`config.mk`:
```
export PLATFORM = sky130hd
export DESIGN_NAME = pipe_stage_reg
export DESIGN_NICKNAME = d
export VERILOG_FILES = /design/src/rtl/pipe_pkg.sv /design/src/rtl/pipe_stage_ctrl.sv /design/src/rtl/pipe_stage_reg.sv
export SDC_FILE = /design/constraint.sdc
export NUM_CORES = 1
export LEC_CHECK = 0
export CAP_MARGIN = 30
export CORE_ASPECT_RATIO = 1.2
export CORE_UTILIZATION = 51
export DETAILED_ROUTE_END_ITERATION = 7
export PLACE_DENSITY = 0.82
export SETUP_SLACK_MARGIN = 0.1
export SLEW_MARGIN = 10
export SYNTH_ARGS = -nofsm -noshare
export SYNTH_HDL_FRONTEND = slang
export SYNTH_SLANG_ARGS = --single-unit
```
`constraint.sdc`:
```
create_clock -name clk -period 2.9 [get_ports clk]
set_input_delay 0.58 -clock clk [delete_from_list [all_inputs] [get_ports clk]]
set_output_delay 0.58 -clock clk [all_outputs]
set_load 0.02 [all_outputs]
```
`src/rtl/pipe_pkg.sv`:
```
// rtl/pipe_pkg.sv - shared constants for the pipeline stage register
//
// Holds the control FSM state encoding and the default payload value
// loaded on reset/flush. The stage top and its controller import it.
package pipe_pkg;

    localparam logic [1:0] ST_EMPTY = 2'd0;   // no word held
    localparam logic [1:0] ST_BUSY  = 2'd1;   // one word in main register
    localparam logic [1:0] ST_FULL  = 2'd2;   // main and skid both hold words

    // MIPS NOP (sll $0,$0,0) - used as the squashed-instruction payload
    localparam logic [31:0] PIPE_NOP = 32'h0000_0000;

endpackage

```
`src/rtl/pipe_stage_ctrl.sv`:
```
// rtl/pipe_stage_ctrl.sv - handshake FSM for the 2-entry skid pipeline stage
//
// Ports:
//   clk, reset     rising-edge clock, asynchronous active-high reset
//   flush          synchronous squash, overrides all handshakes
//   in_valid       upstream word valid
//   out_ready      downstream accepts
//   in_ready       registered ready toward upstream
//   out_valid      registered valid toward downstream
//   main_ld        load main register this edge
//   main_sel_skid  main register source: 1 = skid register, 0 = in_data
//   skid_ld        load skid register with in_data this edge
module pipe_stage_ctrl
    import pipe_pkg::*;
(
    input  logic clk,
    input  logic reset,
    input  logic flush,
    input  logic in_valid,
    input  logic out_ready,
    output logic in_ready,
    output logic out_valid,
    output logic main_ld,
    output logic main_sel_skid,
    output logic skid_ld
);

    logic [1:0] state_q, state_d;
    logic       in_ready_q;
    logic       out_valid_q;
    logic       acc;
    logic       pop;

    assign acc = in_valid & in_ready_q;
    assign pop = out_valid_q & out_ready;

    // in_ready/out_valid are derived from the next state and registered,
    // which keeps out_ready off any combinational path to in_ready.
    // in_ready stays low while reset is held and rises on the first edge after.
    always_ff @(posedge clk or posedge reset) begin
        if (reset) begin
            state_q     <= ST_EMPTY;
            in_ready_q  <= 1'b0;
            out_valid_q <= 1'b0;
        end else begin
            state_q     <= state_d;
            in_ready_q  <= (state_d != ST_FULL);
            out_valid_q <= (state_d != ST_EMPTY);
        end
    end

    always_comb begin
        state_d = state_q;
        case (state_q)
            ST_EMPTY: if (acc) state_d = ST_BUSY;
            ST_BUSY: begin
                if (acc && !pop)      state_d = ST_FULL;
                else if (!acc && pop) state_d = ST_EMPTY;
            end
            ST_FULL:  if (pop) state_d = ST_BUSY;
            default:  state_d = ST_EMPTY;
        endcase
        if (flush) state_d = ST_EMPTY;
    end

    always_comb begin
        main_ld       = 1'b0;
        skid_ld       = 1'b0;
        main_sel_skid = (state_q == ST_FULL);
        if (!flush) begin
            case (state_q)
                ST_EMPTY: main_ld = acc;
                ST_BUSY: begin
                    main_ld = acc & pop;
                    skid_ld = acc & ~pop;
                end
                ST_FULL:  main_ld = pop;
                default: ;
            endcase
        end
    end

    assign in_ready  = in_ready_q;
    assign out_valid = out_valid_q;

endmodule

```
`src/rtl/pipe_stage_reg.sv`:
```
// rtl/pipe_stage_reg.sv - valid/ready pipeline register with 2-entry skid buffer
//
// Optional feature macro: PIPE_STAGE_STATS_EN (adds stall_cnt / flush_cnt).
// Parameters: WIDTH payload bits, RESET_VAL payload after reset/flush.
// Ports:
//   clk, reset            rising-edge clock, asynchronous active-high reset
//   flush                 synchronous squash of all held words
//   in_valid/in_ready/in_data     upstream handshake (in_ready registered)
//   out_valid/out_ready/out_data  downstream handshake (out_data from main reg)
//   stall_cnt             cycles with out_valid & !out_ready (saturating)
//   flush_cnt             held words destroyed by flush (saturating)
module pipe_stage_reg
    import pipe_pkg::*;
#(
    parameter int               WIDTH     = 32,
    parameter logic [WIDTH-1:0] RESET_VAL = WIDTH'(PIPE_NOP)
) (
    input  logic             clk,
    input  logic             reset,
    input  logic             flush,
    input  logic             in_valid,
    output logic             in_ready,
    input  logic [WIDTH-1:0] in_data,
    output logic             out_valid,
    input  logic             out_ready,
    output logic [WIDTH-1:0] out_data
`ifdef PIPE_STAGE_STATS_EN
    ,
    output logic [31:0]      stall_cnt,
    output logic [31:0]      flush_cnt
`endif
);

    logic [WIDTH-1:0] main_q;
    logic [WIDTH-1:0] skid_q;
    logic             main_ld;
    logic             main_sel_skid;
    logic             skid_ld;

    pipe_stage_ctrl u_ctrl (
        .clk           (clk),
        .reset         (reset),
        .flush         (flush),
        .in_valid      (in_valid),
        .out_ready     (out_ready),
        .in_ready      (in_ready),
        .out_valid     (out_valid),
        .main_ld       (main_ld),
        .main_sel_skid (main_sel_skid),
        .skid_ld       (skid_ld)
    );

    // main_q is untouched on a pop to EMPTY, so out_data keeps showing the
    // last delivered word instead of going to RESET_VAL.
    always_ff @(posedge clk or posedge reset) begin
        if (reset) begin
            main_q <= RESET_VAL;
            skid_q <= RESET_VAL;
        end else if (flush) begin
            main_q <= RESET_VAL;
            skid_q <= RESET_VAL;
        end else begin
            if (main_ld) main_q <= main_sel_skid ? skid_q : in_data;
            if (skid_ld) skid_q <= in_data;
        end
    end

    assign out_data = main_q;

`ifdef PIPE_STAGE_STATS_EN
    logic [31:0] stall_cnt_q;
    logic [31:0] flush_cnt_q;
    logic [1:0]  held;
    logic [1:0]  dropped;
    logic [32:0] flush_sum;

    // Occupancy is recovered from the registered handshake outputs:
    // the stage is FULL exactly when it is valid but not ready.
    // Words accepted in the flush cycle were never held, so they are not counted.
    assign held      = {1'b0, out_valid} + {1'b0, out_valid & ~in_ready};
    assign dropped   = held - {1'b0, out_valid & out_ready};
    assign flush_sum = {1'b0, flush_cnt_q} + {31'd0, dropped};

    always_ff @(posedge clk or posedge reset) begin
        if (reset) begin
            stall_cnt_q <= 32'd0;
            flush_cnt_q <= 32'd0;
        end else begin
            if (out_valid && !out_ready && (stall_cnt_q != 32'hFFFF_FFFF))
                stall_cnt_q <= stall_cnt_q + 32'd1;
            if (flush)
                flush_cnt_q <= flush_sum[32] ? 32'hFFFF_FFFF : flush_sum[31:0];
        end
    end

    assign stall_cnt = stall_cnt_q;
    assign flush_cnt = flush_cnt_q;
`endif

endmodule

```
==> results by group, run 1 <==
Finish
  – Layout cell share with drive strength beyond 1: about 17%
  – Final std cells w/o fill: 425
  – Layout overhead on the synthesized area: 30.1%
  – Final #Nets: about 380
  – Commonest non-fill, non-tap cell in the layout: clkdlybuf4s50_1
  – Multi-input logic area: 0.00144 sq mm
  – Register area: between 0.0015 and 0.002 sq mm
  – N_diodes: 0
  – Commonest non-fill, non-tap cells in the layout: clkdlybuf4s50_1, dfrtp_1, o21ai_0, a21oi_1
  – Fillers: around 460

Setup path
  – Required @ worst endpoint: 3170 ps
  – Startpoint Class: primary input
  – Crit-path max FO: 24
  – Setup crit end kind: flop
  – Worst endpoint data arrival time: 2500 ps
  – Crit path from: in_valid
  – Worst r2r src: u_ctrl.state_q[1]$_DFF_PP0_
  – Critical Setup Path Class: primary input to flop

Global route
  – Vias in the first global route: 2527
  – Initial antenna violation count: 0
  – GRT Util Overall: 24.5%
  – First-pass GRT wire length: 12500 microns
  – Grt total ovfl: 0
  – Largest net degree at the start of global routing: 45

Clock network
  – CTS H-Tree Depth: 3
  – TritonCTS clock tree: built
  – Clock sink count: just under 70
  – CTS max path bufs: 2
  – Root buffer cell: clkbuf_8
  – Clk_lat worst skew: between 300 and 400 ps
  – Hold_buf cts: 0
  – Worst-path clk slew: approximately 70 ps
  – # resized after CTS: 0
  – CTS Buf Count: 9
  – Setup bufs post-CTS: 0

STA
  – Relative slew margins: 60.9%
  – Tmin final: 2230 ps
  – Achievable frequency: 0.448 GHz
  – Setup TNS Final: 0 ps
  – Crit share post-route: 77.0%
  – Final WS setup: about 670 ps
  – Final-report max-slew violation count: 0
  – RSZ-0062 raised after global routing: false
  – Final hold slack: ~500 ps
  – Final setup vio count: 0
  – Final Hold Fails: 0
  – Skew final: roughly 11 ps
  – Slew @ Worst Pin: 586 ps

Power and ir drop
  – P_leak: 1.93 nW
  – Power per cell area: 596 mW/mm^2
  – IR drop worst, VDD: around 0.33 mV

Yosys
  – Area share of the largest cell type after synthesis: between 50% and 60%
  – Mapped Nets: 315
  – Register area share after synthesis: 51.7%
  – Post-synth cell types: 27
  – Cells after Synth: 278
  – Mapped Area: 0.00329 sq mm
  – Post-synth top area cell: dfrtp_1
  – Synth area leaders: dfrtp_1, o2bb2ai_2, mux2i_1, a21oi_1, o21ai_0
  – Seq cells post-synth: 68
  – Syn Area/Cell: 11.8 sq um
  – Ys Warns: 0

Die
  – Initial Util: 53.7%
  – DIE AREA: 0.00678 sq mm
  – Io pins: 71
  – Die height: around 90 microns
  – DIE WIDTH: approximately 75 microns
  – Core Rows: 31
  – Core area: 0.00613 sq mm

Routing
  – WL final: ~8000 microns
  – Post-DRT Antenna Nets: 0
  – Via/cell ratio: 5.95
  – Routed vias: 2529
  – Starting DRT DRC Count: 337
  – Pre-antenna DRT Iters: 4
  – Wirelength per Cell: 18.4 microns
  – # DRC: 0

Place
  – HPWL after detailed placement: around 4800 microns
  – GPL Wtd Cong: 0.768
  – Pre-CTS setup slack: 293 ps
  – Placed instance count: 409
  – PortBufs: 70

Run
  – Max Cap Viol: 0

Run status
  – Outcome: completed

Hold path
  – Class of the worst hold path: flop to flop
  – Hold path startpoint: out_data[30]$_DFFE_PP0P_
-- area by class of cell --
cell class                      instances  area share, %
Clock buffer                           12           3.39
Clock inverter                          2           1.40
Inverter                                2          0.175
Multi-Input combinational cell        180           33.7
Sequential cell                        68           39.7
Tap cell                               82           2.39
Timing Repair Buffer                   79           19.3
-- cells by family (layout without fill, tap and decap cells) --
| family | Yosys count | after routing | synth area share, % |
|---|---|---|---|
| AO/OA/AOI/OAI | 105 | 105 | 26.3 |
| flip-flops | 68 | 68 | 51.7 |
| AND/OR/NAND/NOR | 43 | 43 | 7.48 |
| multiplexers | 32 | 32 | 9.73 |
| buffers and inverters | 30 | 95 | 4.79 |
-- cell usage after synthesis --
cell,n
mux2i_1,32
o2bb2ai_2,30
nand2_1,4
a221oi_1,1
nand2b_4,1
a21oi_1,33
o21ai_0,33
a221o_1,2
buf_2,9
buf_1,1
dfrtp_1,68
nand3_1,32
buf_4,1
nand3b_1,1
buf_6,4
a21o_1,1
or2_1,1
inv_1,2
and4_1,1
nand3b_4,1
and3b_1,1
a21bo_2,1
clkbuf_1,13
a21boi_2,1
o221a_2,1
nand4_1,1
o2bb2ai_1,2
-- registers in the layout (all words and copies together) (netlist names) --
name,cells
skid_q,32
u_ctrl.out_valid,1
out_data,32
u_ctrl.state_q,2
u_ctrl.in_ready,1
-- worst max-delay path, stage by stage --
cell             delay [ps]
clkdlybuf4s50_1         580
nand3b_4                260
a221o_2                 660
buf_16                  270
o2bb2ai_1               140
-- routing by layer --
metal	part of all wire, %	GRT usage, %	vias to the layer above
li1	-	-	1154
met1	41	32.9	1256
met2	51	37.9	105
met3	5.8	5.16	14
met4	2.1	10.0	0
met5	0	0	-
-- power breakdown --
part           internal (mW)  switching, mW
registers               1.03         0.0667
clock network          0.499          0.339
logic                  0.279          0.339
total                   1.81          0.745
-- final timing paths --
| kind | endpoint | slack, ps | depth (start not counted) |
|---|---|---|---|
| setup reg to reg | out_data[30]$_DFFE_PP0P_ | 890 | 4 |
| hold reg to reg | out_data[30]$_DFFE_PP0P_ | 490 | 1 |
| setup / recovery | out_data[30]$_DFFE_PP0P_ | 670 | 5 |
| max in group asynchronous | out_data[19]$_DFFE_PP0P_ | 1670 | 3 |
| hold / removal | out_data[30]$_DFFE_PP0P_ | 490 | 1 |
| min in group asynchronous | out_data[6]$_DFFE_PP0P_ | 610 | 2 |
-- metrics by stage --
| step | utilization, % | power, mW | instance area (sq um) |
|---|---|---|---|
| after floorplan | - | 1.47 | 3290 |
| after global placement | 65.8 | 1.70 | 4030 |
| after detailed placement | 65.8 | 1.71 | 4030 |
| after CTS | 69.2 | 2.54 | 4240 |
| after global routing | 69.9 | 2.65 | 4290 |
| final | 69.9 | 2.55 | 4290 |
Power figures use the tool's default switching activity.
==> run 2: changes to the inputs <==
==> constraint.sdc (replaced) <==
create_clock -name clk -period 2.2 [get_ports clk]
set_input_delay 0.44 -clock clk [delete_from_list [all_inputs] [get_ports clk]]
set_output_delay 0.44 -clock clk [all_outputs]
set_load 0.02 [all_outputs]
==> run 2 against run 1 <==
Effect of this change:
- non-clock buffer count grew 8
- via count is 2.2% higher
- flip-flop and latch count is the same
- largest power group unchanged
==> results by group, run 2 (synthesis gave the netlist of run 1 again) <==
Finish
  – Register area: 0.00170 sq mm (unchanged)
  – Fillers: 483 (was 463)
  – Final std cells w/o fill: 435 (was 425)
  – Commonest non-fill, non-tap cell in the layout: clkdlybuf4s50_1 (unchanged)
  – Layout overhead on the synthesized area: 30.6% (was 30.1%)
  – Multi-input logic area: 0.00144 sq mm (unchanged)
  – Final #Nets: 385 (was 377)
  – Commonest non-fill, non-tap cells in the layout: clkdlybuf4s50_1, dfrtp_1, o21ai_0, a21oi_1 (unchanged)
  – Layout cell share with drive strength beyond 1: 19.8% (was 16.9%)
  – N_diodes: 0 (unchanged)

Power and ir drop
  – Sw frac: 32.8% (was 29.2%)
  – Sw Pwr: 1.05 mW (was 745 uW)
  – Clk pwr share: 28.7% (was 32.8%)
  – Seq pwr share: 45.1% (was 42.9%)
  – Power per cell area: 743 mW/mm^2 (was 596 mW/mm^2)
  – IR drop worst, VDD: 0.452 mV (was 0.329 mV)
  – Logic pwr share: 26.2% (was 24.2%)
  – Int Pwr: 2.15 mW (was 1.81 mW)
  – P_leak: 1.94 nW (was 1.93 nW)

STA
  – Crit share post-route: a little over four fifths
  – Tmin final: 1860 ps
  – Final-report max-slew violation count: 0 (unchanged)
  – Slew @ Worst Pin: 458 ps (was 586 ps)
  – Achievable frequency: 0.536 GHz
  – Relative slew margins: 69.4% (was 60.9%)
  – Skew final: 13.0 ps (was 10.8 ps)
  – Final setup vio count: 0 (unchanged)
  – RSZ-0062 raised after global routing: false (unchanged)
  – Final Hold Fails: 0 (unchanged)
  – Setup TNS Final: 0 ps (unchanged)

Clock network
  – CTS H-Tree Depth: 3 (unchanged)
  – CTS Buf Count: 9 (unchanged)
  – TritonCTS clock tree: built (unchanged)
  – Worst-path clk slew: 90 ps (was 70 ps)
  – Root buffer cell: clkbuf_8 (unchanged)
  – CTS max path bufs: 2 (unchanged)
  – Clock sink count: 68 (unchanged)
  – Clk_lat worst skew: 350 ps (was 340 ps)
  – # resized after CTS: 0 (unchanged)
  – Setup bufs post-CTS: 0 (unchanged)
  – Hold_buf cts: 0 (unchanged)

Routing
  – Pre-antenna DRT Iters: 4 (unchanged)
  – # DRC: 0 (unchanged)
  – WL final: 8010 microns (was 7830 microns)
  – Post-DRT Antenna Nets: 0 (unchanged)
  – Routed vias: 2584 (was 2529)
  – Via/cell ratio: 5.94 (was 5.95)
  – Starting DRT DRC Count: 358 (was 337)
  – Wirelength per Cell: 18.4 microns (about the same)

Setup path
  – Setup crit end kind: output pin (was flop)
  – CP max-delay cell: clkdlybuf4s50_1 (was a221o_2)
  – Worst endpoint data arrival time: 1420 ps (was 2500 ps)
  – Cell family with most CP delay: buffers and inverters (unchanged)
  – Buffers plus inverters on the worst setup path: 1 (was 2)
  – Critical Setup Path Class: flop to output pin (was primary input to flop)
  – Critical Path Stages: 1 (was 5)
  – Required @ worst endpoint: 1760 ps (was 3170 ps)
  – Max incr delay on CP: 640 ps (was 660 ps)
  – R2R cell count: 4 (unchanged)
  – Startpoint Class: flop (was primary input)
  – Crit-path max FO: 5 (was 24)
  – Crit path cell chain: clkdlybuf4s50_1 (was clkdlybuf4s50_1 > nand3b_4 > a221o_2 > buf_16 > o2bb2ai_1)

Die
  – DIE AREA: 0.00678 sq mm (unchanged)
  – Initial Util: 53.7% (unchanged)
  – Io pins: 71 (unchanged)
  – Die height: 90.0 microns (unchanged)
  – Core area: 0.00613 sq mm (unchanged)
  – Core Rows: 31 (unchanged)
  – DIE WIDTH: 75.4 microns (unchanged)

Global route
  – First-pass GRT wire length: 13400 microns (was 12500 microns)
  – Initial antenna violation count: 0 (unchanged)
  – Vias in the first global route: 2807 (was 2527)
  – Grt total ovfl: 0 (unchanged)
  – Largest net degree at the start of global routing: 35 (was 45)
  – GRT Util Overall: 25.8% (was 24.5%)

Place
  – GPL Wtd Cong: 0.795 (was 0.768)
  – HPWL after detailed placement: 5220 microns (was 4760 microns)
  – PortBufs: 70 (unchanged)
  – Placed instance count: 419 (was 409)

Hold path
  – Class of the worst hold path: primary input to async pin (was flop to flop)

Run status
  – Outcome: completed (unchanged)

Run
  – Max Cap Viol: 0 (unchanged)
-- run 2: cell count changes in the layout (fill, tap and decap cells not counted), sizes merged --
cell / previous run / this run
buf: 9 / 17
clkinv: 0 / 4
clkinvlp: 0 / 4
clkbuf: 12 / 9
bufinv: 2 / 0
inv: 2 / 1
-- run 2: layer usage --
metal,track usage (%),wire [microns],vias up
met5,0,0,-
met4,7.56,136,0
met3,5.27,320,15
met2,42.7,4300,71
met1,33.7,3250,1322
li1,-,-,1176
-- run 2: worst paths after layout --
check,start,to,slack [ps]
min reg2reg,out_data[9]$_DFFE_PP0P_,out_data[9]$_DFFE_PP0P_,500
max in group asynchronous,reset,u_ctrl.state_q[0]$_DFF_PP0_,1220
max,u_ctrl.in_ready$_DFF_PP0_,in_ready,340
max reg2reg,u_ctrl.state_q[0]$_DFF_PP0_,out_data[29]$_DFFE_PP0P_,430
min,reset,skid_q[5]$_DFFE_PP0P_,450
min in group clk,out_data[9]$_DFFE_PP0P_,out_data[9]$_DFFE_PP0P_,500
-- run 2: cell type report --
type	count	share of cell area [%]
Clock buffer	9	2.88
Clock inverter	7	1.25
Inverter	2	0.262
Multi-Input combinational cell	180	33.5
Sequential cell	68	39.6
Tap cell	82	2.39
Timing Repair Buffer	87	20.1
-- run 2: power groups by stage --
stage | registers, mW | clock network [mW] | logic (mW)
floorplan | 1.53 | 0 | 0.404
global placement | 1.46 | 0 | 0.816
CTS | 1.44 | 0.926 | 0.839
global route | 1.46 | 0.989 | 0.896
finish | 1.44 | 0.918 | 0.837
detailed placement | 1.46 | 0 | 0.837
-- run 2: through the flow --
stage | util [%] | hold slack (ps) | power [mW] | setup slack [ps] | area, sq um
floorplan | - | 511 | 1.94 | 737 | 3300
global placement | 67.3 | 486 | 2.28 | 247 | 4120
detailed placement | 67.3 | 481 | 2.30 | 211 | 4120
CTS | 70.2 | 451 | 3.21 | 313 | 4300
global route | 70.2 | 487 | 3.34 | 287 | 4300
finish | 70.2 | 454 | 3.20 | 336 | 4300
